<file path="config.mk">
export PLATFORM = sky130hd
export DESIGN_NAME = bus_arbiter
export DESIGN_NICKNAME = d
export VERILOG_FILES = /design/src/rtl/mips32_bus_pkg.sv /design/src/rtl/bus_watchdog.sv /design/src/rtl/bus_arbiter.sv
export SDC_FILE = /design/constraint.sdc
export NUM_CORES = 1
export LEC_CHECK = 0
export CAP_MARGIN = 10
export CORE_MARGIN = 1
export CORE_UTILIZATION = 25
export DETAILED_ROUTE_END_ITERATION = 7
export GPL_ROUTABILITY_DRIVEN = 0
export PLACE_DENSITY = 0.6
export SLEW_MARGIN = 15
export SYNTH_ARGS = -nofsm -noshare
export SYNTH_HDL_FRONTEND = slang
export SYNTH_SLANG_ARGS = --single-unit
</file>
<file path="constraint.sdc">
create_clock -name clk -period 1.4 [get_ports clk]
set_input_delay 0.35 -clock clk [delete_from_list [all_inputs] [get_ports clk]]
set_output_delay 0.35 -clock clk [all_outputs]
set_load 0.05 [all_outputs]
</file>
<file path="src/rtl/mips32_bus_pkg.sv">
// rtl/mips32_bus_pkg.sv - shared state encoding and defaults for the bus arbiter
package mips32_bus_pkg;

  typedef enum logic [2:0] {
    IDLE   = 3'd0,
    I_BUSY = 3'd1,
    D_BUSY = 3'd2,
    I_DROP = 3'd3,
    I_RESP = 3'd4,
    D_RESP = 3'd5
  } bus_state_t;

  localparam int         TIMEOUT_CYC_DEF = 255;
  localparam logic [3:0] FETCH_WSEL      = 4'hF;

endpackage

</file>
<file path="src/rtl/bus_watchdog.sv">
// rtl/bus_watchdog.sv - counts stalled bus cycles, flags expiry on the last allowed one
module bus_watchdog
  import mips32_bus_pkg::*;
#(
  parameter int TIMEOUT_CYC = TIMEOUT_CYC_DEF
) (
  input  logic clk,
  input  logic rst_n,
  input  logic run,
  input  logic clr,
  output logic expired
);

  localparam int CW = $clog2(TIMEOUT_CYC + 1);

  logic [CW-1:0] cnt;

  always_ff @(posedge clk or negedge rst_n) begin
    if (!rst_n) begin
      cnt <= '0;
    end else if (clr) begin
      cnt <= '0;
    end else if (run) begin
      cnt <= cnt + CW'(1);
    end
  end

  // Combinational so the arbiter can abort on the same edge the limit is hit.
  assign expired = run && (cnt == CW'(TIMEOUT_CYC - 1));

endmodule

</file>
<file path="src/rtl/bus_arbiter.sv">
// rtl/bus_arbiter.sv - single-master bus arbiter between fetch and load/store ports
module bus_arbiter
  import mips32_bus_pkg::*;
#(
  parameter int TIMEOUT_CYC = TIMEOUT_CYC_DEF
) (
  input  logic        clk,
  input  logic        rst_n,
  input  logic        i_req,
  input  logic [31:0] i_addr,
  output logic [31:0] i_rdata,
  output logic        i_stall_req,
  input  logic        d_req,
  input  logic        d_we,
  input  logic [3:0]  d_wsel,
  input  logic [31:0] d_addr,
  input  logic [31:0] d_wdata,
  output logic [31:0] d_rdata,
  output logic        d_stall_req,
  input  logic        flush,
  output logic        bus_req,
  output logic        bus_we,
  output logic [3:0]  bus_wsel,
  output logic [31:0] bus_addr,
  output logic [31:0] bus_wdata,
  input  logic [31:0] bus_rdata,
  input  logic        bus_ack,
  output logic        bus_err
);

  bus_state_t state;
  logic       grant;
  logic       wd_expired;

  assign grant = (state == IDLE) && (d_req || (i_req && !flush));

  bus_watchdog #(.TIMEOUT_CYC(TIMEOUT_CYC)) u_watchdog (
    .clk     (clk),
    .rst_n   (rst_n),
    .run     (bus_req && !bus_ack),
    .clr     (grant || bus_ack),
    .expired (wd_expired)
  );

  assign i_stall_req = i_req && (state != I_RESP);
  assign d_stall_req = d_req && (state != D_RESP);

  always_ff @(posedge clk or negedge rst_n) begin
    if (!rst_n) begin
      state     <= IDLE;
      bus_req   <= 1'b0;
      bus_we    <= 1'b0;
      bus_wsel  <= 4'h0;
      bus_addr  <= 32'h0;
      bus_wdata <= 32'h0;
      i_rdata   <= 32'h0;
      d_rdata   <= 32'h0;
      bus_err   <= 1'b0;
    end else begin
      bus_err <= 1'b0;
      case (state)
        IDLE: begin
          // Data first: it belongs to the older instruction in the pipeline.
          if (d_req) begin
            bus_req   <= 1'b1;
            bus_we    <= d_we;
            bus_wsel  <= d_wsel;
            bus_addr  <= d_addr;
            bus_wdata <= d_wdata;
            state     <= D_BUSY;
          end else if (i_req && !flush) begin
            bus_req   <= 1'b1;
            bus_we    <= 1'b0;
            bus_wsel  <= FETCH_WSEL;
            bus_addr  <= i_addr;
            bus_wdata <= 32'h0;
            state     <= I_BUSY;
          end
        end
        I_BUSY: begin
          if (bus_ack || wd_expired) begin
            bus_req <= 1'b0;
            bus_err <= wd_expired;
            if (flush) begin
              state <= IDLE;
            end else begin
              i_rdata <= bus_ack ? bus_rdata : 32'h0;
              state   <= I_RESP;
            end
          end else if (flush) begin
            state <= I_DROP;
          end
        end
        I_DROP: begin
          // Bus cycle runs to completion; the returned word is discarded.
          if (bus_ack || wd_expired) begin
            bus_req <= 1'b0;
            bus_err <= wd_expired;
            state   <= IDLE;
          end
        end
        D_BUSY: begin
          if (bus_ack || wd_expired) begin
            bus_req <= 1'b0;
            bus_err <= wd_expired;
            d_rdata <= bus_ack ? bus_rdata : 32'h0;
            state   <= D_RESP;
          end
        end
        default: state <= IDLE;
      endcase
    end
  end

endmodule

</file>
; ---- Yosys cells after proc, flatten, opt, wreduce, memory -nomap -nowiden
; Index checks and enable logic that the tools add are counted.
[op_classes]
n_eq_ne = 11
bitwise_logic = 1
muxes = 25
shifts = 0
mul = 0
div = 0
n_reduce_logical = 21
n_lt_le_gt_ge = 0
n_addsub = 1
[ops]
columns = operator, n
row1 = 32-bit 2-to-1 mux, 5
row2 = 3-bit 2-to-1 mux, 7
row3 = 8-bit 2-to-1 mux, 2
row4 = 3-bit one-hot mux with 4 select lines, 1
row5 = 3-bit != test (second input constant), 3
row6 = 8-bit by 1-bit adder with 8-bit output (second input constant), 1
row7 = 8-bit equality test (second input constant), 1
row8 = 4-bit 2-to-1 mux, 2
row9 = 1-bit 2-to-1 mux, 7
row10 = 3-bit by 2-bit equality test with 1-bit output (second input constant), 2
row11 = 1-bit logical AND, 6
row12 = 3-bit AND reduction, 2
row13 = 2-bit nonzero test, 3
row14 = 2-bit != test (second input constant), 2
row15 = 2-bit AND reduction, 2
row16 = 4-bit AND reduction, 1
row17 = 3-bit by 1-bit equality test with 1-bit output (second input constant), 1
row18 = 3-bit logical NOT, 1
row19 = 1-bit logical OR, 3
row20 = 3-bit by 2-bit != test with 1-bit output (second input constant), 1
row21 = 3-bit OR reduction, 1
row22 = 1-bit logical NOT, 2
row23 = 2-bit by 1-bit != test with 1-bit output (second input constant), 1
row24 = 1-bit one-hot mux with 2 select lines, 1
row25 = 1-bit inverter, 1
[word_totals]
output_inout_bits = 137
regBits = 146
latchBits = 0
n_memories = 0
mem_bits_ro = 0
word_cells = 69
mem_bits_rw = 0

; ---- Depth between registers and ports, before layout
[logic_depth]
depth_word = 6
ltp_mapped = 8
ltp_nobuf = 6

; ---- Hierarchy
; A second synthesis with hierarchy kept.
[hier_totals]
cells_unflattened = 439
hier_area_um2 = 6113.4
[by_module_without_submodules]
columns = mod, cells_per_inst, area_per_inst_um2, seq_area_each_um2, n_inst
row1 = bus_arbiter, 398, 5701.7, 3453.3, 1
row2 = bus_watchdog, 41, 411.6, 200.2, 1

; ---- Least setup slack after synthesis
; No wires, ideal clock.
[synth_path]
kind = register -> output
from = reg state[2]
to = out i_stall_req
arrival_time_ns = 1.699
setup_slack_ns = -0.649
required_ns = 1.050
stages_incl_launch_ff = 3
path_cell_list = dfrtp_1 > buf_2 > a21boi_0
[synth_via]
elab_chain_len = 2
[synth_rtl]
columns = element, line
row1 = start: declaration, bus_arbiter.sv:31  ; bus_state_t state;
row2 = start signal: assignment, bus_arbiter.sv:50  ; state <= IDLE;
row3 = start signal: assignment, bus_arbiter.sv:70  ; state <= D_BUSY;
row4 = start signal: assignment, bus_arbiter.sv:77  ; state <= I_BUSY;
row5 = 3-bit != test, bus_arbiter.sv:45  ; assign i_stall_req = i_req && (state != I_RESP);
row6 = 1-bit logical AND, bus_arbiter.sv:45
row7 = end: declaration, bus_arbiter.sv:12  ; output logic i_stall_req,
; No other way between the ends.

; ---- Worst setup path in the final report
[layout_path]
from = reg state[1]
to = out i_stall_req
; The elaborated chain is that of the path after synthesis.

==> results.toml <==
[cells_and_area]
diodes = 0
nets = 957
fin_area_um2 = 12570
area_growth_pct = 113.0
fin_cells = 1142
final_util = 0.5487
layout-drive-gt1-share = 0.4475
mostFrequentLayoutCells = "buf_12 (156), clkdlybuf4s50_1 (135), dfrtp_1 (132)"
layout_commonest_cell = "buf_12"

[global_route]
grt_overflow = 0
grt_pass1_wl_um = 32120
track_usage = 0.1752
grt_max_degree = 65
antenna_found_initial = 0
grt_pass1_vias = 5553

[timing]
finClkSkew_ns = 0.008805
min_period_ns = 1.736
fin_ws_ns = -0.3363
hold_viol_final = 0
slew_headroom = 0.7596
period_share = 1.240
tns_ns = -36.17
timing.fmax_ghz = 0.5759
setup_viol = 147
worstMarginPinSlew_ns = 0.3606
drv_slew = 0
rsz0062_at_grt = "true"

[placed_design]
placedCellCount = 1052
place_area_um2 = 10720
io_buffer_count = 275
pre_cts_slack_ns = -0.4235
dpl.hpwl_um = 13140

[synth]
syn_inst = 455
synth_largest_area_cell = "dfrtp_1"
synth_edf_count = 0
syn_area_per_cell_um2 = 12.98
yosys_warnings = 0
ys_types = 40
synth-main-ff-cell = "dfrtp_1"
async_flop_share = 1.000
yosysSeqAreaShare = 0.6188
synth_area_leaders = "dfrtp_1 (62%), a32o_1 (11%), mux2i_1 (5.4%), a22o_1 (4.9%), nand2_1 (2.5%)"
ys_ff_latch = 146
syn_area_um2 = 5904
synth_top_area_frac = 0.6188
synth_nets = 596

[floorplanning]
die_w_um = 155.7
std_cell_rows = 55
die_h_um = 155.7
ios = 276
core_area_um2 = 22920
die-area_um2 = 24240
start_util = 0.2577

[setup_path]
rrSetupSlack_ns = -0.31
worstReg2RegEnd = "u_watchdog.cnt[4]"
rr_startpoint = "state[1]"
crit_chain = "buf_6, nor2_4, a21boi_4, buf_12"
cp.required_ns = 1.05
max_stage_delay_ns = 0.46
cp-start-kind = "flop"
end_kind = "output pin"
crit_buf_inv = 2
reg2reg_depth = 8
cp_max_fo = 4
crit_type = "flop to output pin"
crit_family = "flip-flops"
cp.arrival_ns = 1.39
critPathSlowestCell = "dfrtp_2"

[hold_path]
holdPathEnd = "bus_err"
min_from = "bus_ack"
hold_class = "input port to flop"
min_delay_path_depth = 3

[drt]
dr_total_vias = 5391
routed_wl_um = 21270
post-route-drc-count = 0
firstDrtPassIters = 4
ant_nets = 0
wl_per_cell_um = 18.62
via_per_inst = 4.721
drt_iter0_drc = 196

[clock_tree]
clkLatencyLatePin_ns = 0.42
htree_levels = 4
cts_root_buf = "clkbuf_16"
cts_sinks = 146
clockBufferDepth = 2
cts.clk_slew.worst_paths_ns = 0.06
numCtsBuffers = 17
cts_tree = "done"

[power]
ir_worst_vdd_mv = 1.315
pwr-share-comb = 0.635
p_per_area_nw_per_um2 = 2780
p_seq_frac = 0.236
pwr-share-clk = 0.129
p_int_w = 0.02007
total_leakage_power_nw = 5.526
swShare = 0.4260
switching_power_w = 0.01489

[run_status]
outcome = "complete, but fails checks"
violations = "negative setup slack"

[job]
maxCapViolations = 0
metal layers:
layer	part of all wire	vias up	track usage
met4	0.0061	0	0.04295
met3	0.066	12	0.05389
met2	0.50	224	0.2932
met5	0	-	0
li1	-	2472	-
met1	0.42	2683	0.2198
per-stage QoR:
stage	hold WS, ns	power [W]
finish	0.2701	0.03496
global route	0.2730	0.03636
CTS	0.2271	0.03426
detailed placement	0.1617	0.02704
global placement	0.1616	0.02686
floorplan	0.05441	0.01674
sequential cells by signal, summed over array words and instances (netlist names):
name / count
bus_we: 1
state: 3
bus_wsel: 4
i_rdata: 32
bus_req: 1
bus_wdata: 32
u_watchdog.cnt: 8
d_rdata: 32
bus_addr: 32
bus_err: 1
power by group through the flow:
stage	sequential (W)	clock [W]	combinational, W
floorplan	0.0133	0	0.00345
global placement	0.00813	0	0.0187
detailed placement	0.00816	0	0.0189
CTS	0.00816	0.00463	0.0215
global route	0.00850	0.00483	0.0230
finish	0.00826	0.00451	0.0222
synthesized netlist by cell type (5+ instances only):
library cell,n
buf_2,20
nand2_1,40
clkbuf_1,11
dfrtp_1,146
nor2_1,12
a22o_1,33
buf_6,7
mux2i_1,32
o21ai_1,30
a32o_1,64
a21oi_1,5
worst max path at each step:
stage               slack, ns          end  cells after the start         startpoint
finish                  -0.34  i_stall_req                      4           state[1]
global route            -0.40   i_rdata[0]                      8  u_watchdog.cnt[0]
CTS                     -0.35  i_stall_req                      4           state[2]
detailed placement      -0.42  i_rdata[24]                      6              flush
global placement        -0.42  bus_wsel[1]                      6              flush
floorplan               -0.22   i_rdata[0]                      6            bus_req
final cells by class:
type / instances / area, µm²
fillers: 1901 / 10340
clock inverters: 14 / 138.9
repair buffers: 382 / 5528
well taps: 313 / 391.6
flip-flops and latches: 146 / 3671
multi-input cells: 265 / 2391
inverters: 4 / 15.01
clock buffers: 18 / 439.2
what timing repair did:
item                                    in CTS  in global routing
buffers inserted                            23                 24
hold buffers                                 1                  0
pin swaps                                   41                 59
endpoints found under the setup margin     113                173
hold endpoints to repair                   100                  0
gates cloned                                18                  4
gates resized for setup                     80                 87
kinds of logic (layout without fill, tap and decap cells):
kind of cell / after synthesis / count (layout) / share of synthesized area
AO/OA/AOI/OAI: 152 / 154 / 0.2125
flip-flops: 146 / 146 / 0.6188
AND/OR/NAND/NOR: 70 / 70 / 0.05552
buffers and inverters: 46 / 418 / 0.04429
multiplexers: 32 / 32 / 0.05425
XOR/XNOR: 7 / 7 / 0.01038
adder cells (fa/ha/maj): 2 / 2 / 0.004238
worst reg2reg max path: stages, from the launching register on:
cell     delay, ns
dfrtp_2       0.46
buf_6         0.14
nor3_4        0.20
buf_6         0.15
a21bo_4       0.28
buf_6         0.14
nand2_4       0.07
buf_12        0.12
nor2_2        0.04
No activity file was read; power rests on OpenSTA's default activity.
==> edit 1: new RTL, config.mk and constraints unchanged <==
Put one more register stage on the output `bus_err`. The value now appears one clock later. The other outputs are not delayed to match.
--- a/src/rtl/bus_arbiter.sv
+++ b/src/rtl/bus_arbiter.sv
@@ -28,6 +28,8 @@
   output logic        bus_err
 );
 
+  logic bus_err_s0;
+
   bus_state_t state;
   logic       grant;
   logic       wd_expired;
@@ -55,9 +57,9 @@
       bus_wdata <= 32'h0;
       i_rdata   <= 32'h0;
       d_rdata   <= 32'h0;
-      bus_err   <= 1'b0;
+      bus_err_s0 <= 1'b0;
     end else begin
-      bus_err <= 1'b0;
+      bus_err_s0 <= 1'b0;
       case (state)
         IDLE: begin
           // Data first: it belongs to the older instruction in the pipeline.
@@ -80,7 +82,7 @@
         I_BUSY: begin
           if (bus_ack || wd_expired) begin
             bus_req <= 1'b0;
-            bus_err <= wd_expired;
+            bus_err_s0 <= wd_expired;
             if (flush) begin
               state <= IDLE;
             end else begin
@@ -95,14 +97,14 @@
           // Bus cycle runs to completion; the returned word is discarded.
           if (bus_ack || wd_expired) begin
             bus_req <= 1'b0;
-            bus_err <= wd_expired;
+            bus_err_s0 <= wd_expired;
             state   <= IDLE;
           end
         end
         D_BUSY: begin
           if (bus_ack || wd_expired) begin
             bus_req <= 1'b0;
-            bus_err <= wd_expired;
+            bus_err_s0 <= wd_expired;
             d_rdata <= bus_ack ? bus_rdata : 32'h0;
             state   <= D_RESP;
           end
@@ -112,5 +114,9 @@
     end
   end
 
+  always_ff @(posedge clk) begin
+    bus_err <= bus_err_s0;
+  end
+
 endmodule
 
Formal check against the unedited RTL: same outputs for any inputs over 4 cycles, from zero or initial values and one cycle with rst_n low; that may be too few to reach the edited logic, so the function may still have changed.
==> edit 1 against the unedited design <==
The run still ends with setup timing left. Wire length is 0.68% lower. Cell area rose by 0.82%. Total power grew 0.52%. Sequential cell count up 1. Area after synthesis increased by 0.34%. Die area grew 0.33%. Worst setup slack worse by 9.6 ps. Register-to-register slack lost 40 ps. Critical endpoint is now d_rdata[28].
==> edit 1: results (changes against the unedited design) <==
num-fill-cells: 1911  # +0.53%
fin_tns_setup_ps: -36220  # -48.0 ps
placed_area_mm2: 0.0108  # +0.72%
setup_ws_ps: -346  # -9.59 ps
synth_xor_area_frac: 0.0103  # -0.0000351
use_met1: 0.217  # -0.00263
violations: "setup timing"
grt_max_degree: 65  # unchanged
yosysSeqAreaShare: 0.620  # +0.00129
portBuffers: 275  # unchanged
dp_cells: 1054  # +0.19%
grt_usage: 0.177  # +0.00173
cp_slowest_cell: "dfrtp_1"
cp_max_fo: 8  # +4
drt_iter0_drc: 192  # -2.0%
drive_gt1_frac: 0.444  # -0.00308
max_stage_delay_ps: 370  # -90 ps
antenna_found_initial: 0  # unchanged
peakVddDrop_mv: 1.52  # +16%
seqPwrFrac: 0.236  # about the same
yosys-top-cells-count: "146 x dfrtp_1, 64 x a32o_1, 40 x nand2_1"
routed_wirelength_um: 21100  # -0.68%
dr.pass1.iters: 4  # unchanged
synthAdderAreaFrac: 0.00422  # -0.0000143
avgSynthCellArea_um2: 13.0  # +0.12%
clock_latency_ps: 420  # about the same
pre_cts_ws_ps: -466  # -42.9 ps
wl_per_cell_um: 18.5  # -0.59%
met1_length_um: 8680  # -3.8%
path_delay_family: "compound AO/OA/AOI/OAI gates"
swShare: 0.420  # -0.00603
grtUsageMet2: 0.300  # +0.00719
syn-cell-area_mm2: 0.00592  # +0.34%
grt_pass1_vias: 5628  # +1.4%
wl_met3_um: 1530  # +8.6%
run_status: "finished, violations left"
synth_area_leaders: "dfrtp_1 62%, a32o_1 11%, mux2i_1 5.4%"
power.leakage_uw: 0.00556  # +0.71%
nets: 956  # -0.10%
clock_path_buffers: 2  # unchanged
root_buffer: "clkbuf_16"
routed-wl-met2_um: 10700  # +0.30%
gr-usage-met3: 0.0556  # +0.00167
yosys-mux-area-fraction: 0.0541  # -0.000183
top_layer: "met4"
synth_nets: 597  # +0.17%
worstMarginPinSlew_ps: 311  # -49.8 ps
synth_compound_area_frac: 0.212  # -0.000718
viasPerCell: 4.69  # -0.73%
async_reset_ff_frac: 0.993  # -0.00680
grt_pass1_wl_um: 32400  # +0.75%
setup_viol: 144  # -2.0%
clockPowerShare: 0.128
finClkSkew_ps: 14.9  # +6.12 ps
ys_types: 41  # +2.5%
arrival_ps: 2050  # +660 ps
hpwl_um: 13600  # +3.6%
edit 1: cell count changes after synthesis, sizes merged:
cell and delta:
dfxtp +1
edit 1: repair_timing:
action / in CTS / in global routing
cloned: 18 / 5
buffers inserted: 21 / 19
hold buffers: 1 / 0
endpoints found under the hold margin: 18 / 0
gates resized for setup: 95 / 64
setup endpoints to repair: 140 / 168
pin swaps: 32 / 46
edit 1: cell families (layout without fill, tap and decap cells):
family / after synthesis / in the layout
DFF: 147 / 147
xor gates and xnor gates: 7 / 7
AOI/OAI and AO/OA: 152 / 152
muxes: 32 / 32
and+or+nand+nor: 70 / 70
adders and majority gates: 2 / 2
buffers and inverters: 46 / 418
edit 1: per-stage QoR:
stage	power [uW]	util
6_report	35100	0.553
5_1_grt	36600	0.553
4_1_cts	34700	0.539
3_5_place_dp	27100	0.471
3_3_place_gp	26900	0.471
2_1_floorplan	16800	-
edit 1: worst paths after layout:
| kind | cells after the start | start | to | slack, ps |
|---|---|---|---|---|
| min in group asynchronous | 2 | rst_n | i_rdata[24] | 380 |
| worst max register to register | 8 | u_watchdog.cnt[0] | d_rdata[28] | -350 |
| worst min register to register | 0 | bus_err_s0 | bus_err | 350 |
| max in group asynchronous | 3 | rst_n | bus_addr[1] | 500 |
| worst max-delay path | 8 | u_watchdog.cnt[0] | d_rdata[28] | -350 |
| worst min-delay path | 3 | bus_ack | bus_err_s0 | 260 |
edit 1: tightest hold or removal path, cell delays in order:
cell	delay, ps
buf_2	130
or3_1	120
nor3_1	40
edit 1: area by class of cell:
cell class                 instances  area [um2]  area share
clock buffer                      20         457      0.0360
multi-input combinational        263        2350       0.186
tap                              313         392      0.0309
timing repair buffer             382        5650       0.445
sequential                       147        3700       0.292
clock inverter                    12         119     0.00938
inverter                           4        15.0     0.00118
==> edit 2: new RTL, same settings <==
Without the edit above. The package constant `TIMEOUT_CYC_DEF` goes from 255 to 510.
--- a/src/rtl/mips32_bus_pkg.sv
+++ b/src/rtl/mips32_bus_pkg.sv
@@ -10,7 +10,7 @@
     D_RESP = 3'd5
   } bus_state_t;
 
-  localparam int         TIMEOUT_CYC_DEF = 255;
+  localparam int         TIMEOUT_CYC_DEF = 510;
   localparam logic [3:0] FETCH_WSEL      = 4'hF;
 
 endpackage
Function: same outputs for any inputs over 4 cycles, from zero or initial values and one cycle with rst_n low; that may be too few to reach the edited logic, so the function may still have changed.
==> edit 2 against the unedited design <==
The flow still finishes with violations (setup timing). Total power decreased by 0.41%. Via count increased by 12%. Wire length increased by 22%. Worst setup slack got worse by 60 ps. Clock power increased by 7.3%. Core utilization decreased by 2.3 points. Cell area increased by 8.7%. Synthesized cell count increased by 15%. Sequential cell count increased by 1. Area after synthesis increased by 12%. Count of clock-buffer cells in the layout decreased by 1. Non-clock buffer count increased by 41. Cell count increased by 11%. Critical path type unchanged. Highest routed layer unchanged.
==> edit 2: results (changes against the unedited design) <==
run_status: "finished, violations left"
violations: "setup timing"
rrSetupSlack_ps: -390  # -80 ps
max_stage_delay_ps: 410  # -50 ps
viasPerCell: 4.79  # +1.4%
ys_types: 46  # +15%
synth_area_leaders: "dfrtp_1 56%, mux2_2 9.9%, a22o_1 8.6%"
worstMarginPinSlew_ps: 343  # -17.5 ps
nets: 1056  # +10%
yosysSeqAreaShare: 0.557  # -0.0621
drive_gt1_frac: 0.448  # +0.000749
grt_pass1_vias: 6432  # +16%
crit_path_end: "d_stall_req"
grt_pass1_wl_um: 38000  # +18%
grt_usage: 0.189  # +0.0139
peakVddDrop_mv: 1.52  # +16%
cp_slowest_cell: "dfrtp_1"
setup_ws_ps: -396  # -60.0 ps
overflow: 0  # unchanged
synth_nets: 662  # +11%
grt_max_degree: 46  # -29%
r2r_cells: 6  # -2
wl_per_cell_um: 20.5  # +10%
finClkSkew_ps: 12.4  # +3.60 ps
hpwl_um: 15500  # +18%
drt_iter0_drc: 309  # +58%
num_vias: 6048  # +12%
avgSynthCellArea_um2: 12.7  # -2.3%
startpoint: "state[0]"
hold_class: "primary input to asynchronous set/reset pin"
yosys-top-cells-count: "147 x dfrtp_1, 65 x a22o_1, 58 x mux2_2"
timing.rr.start: "u_watchdog.cnt[1]"
power.leakage_uw: 0.00605  # +9.5%
setup_viol: 150  # +2.0%
arrival_ps: 1450  # +60 ps
==> edit 2: layout make-up <==
type,count,area [um2],area share
Clock buffer,17,425,0.0311
Inverter,6,22.5,0.00165
Timing Repair Buffer,423,5950,0.435
Tap cell,335,419,0.0307
Multi-Input combinational cell,320,2980,0.218
Sequential cell,147,3690,0.270
Clock inverter,15,184,0.0135
==> edit 2: metrics by stage <==
step | power [uW] | setup WS (ps) | cell area [um2]
final | 34800 | -396 | 13700
after global routing | 36300 | -479 | 13700
after CTS | 34100 | -421 | 13300
after detailed placement | 26900 | -571 | 11600
after global placement | 26600 | -523 | 11600
after floorplan | 17200 | -236 | 6860
==> edit 2: how the worst min path moves through the flow <==
stage | endpoint | slack (ps) | depth (start not counted)
final | d_rdata[30] | 370 | 2
after global routing | d_rdata[30] | 370 | 2
after CTS | d_rdata[28] | 370 | 2
after detailed placement | d_rdata[28] | 250 | 1
after global placement | d_rdata[28] | 250 | 1
after floorplan | bus_addr[0] | 50 | 0
==> edit 2: critical path: cells and delay by family, from the launching register on <==
family | cells | cell delay [ps]
compound gates | 1 | 180
buf+inv | 3 | 430
flops | 1 | 410
==> edit 2: what timing repair did <==
| item | 4_1_cts | 5_1_grt |
|---|---|---|
| cloned | 20 | 5 |
| setup endpoints to repair | 152 | 203 |
| hold buffers | 1 | 0 |
| endpoints found under the hold margin | 21 | 0 |
| setup buffers | 36 | 46 |
| pin swaps | 36 | 67 |
| resized for setup | 72 | 25 |
==> edit 2: cells by family after synthesis <==
family | synth area share
xor+xnor | 0.00530
buf+inv | 0.0409
fa+ha+maj | 0.00379
flops | 0.557
mux | 0.109
compound gates | 0.193
simple gates | 0.0916
==> edit 2: where the power goes <==
part	leakage [uW]	internal, uW	switching, uW	total (uW)
clock network	0.000299	2720	2120	4840
registers	0.00164	5950	1980	7930
logic	0.00411	11900	10100	22000
total	0.00605	20600	14200	34800
==> edit 2: metal layers <==
layer	GRT usage	share of wire	vias to the layer above
met5	0	0	-
met4	0.0367	0.0050	0
met3	0.0688	0.084	8
met2	0.322	0.51	232
met1	0.229	0.40	3068
li1	-	-	2740
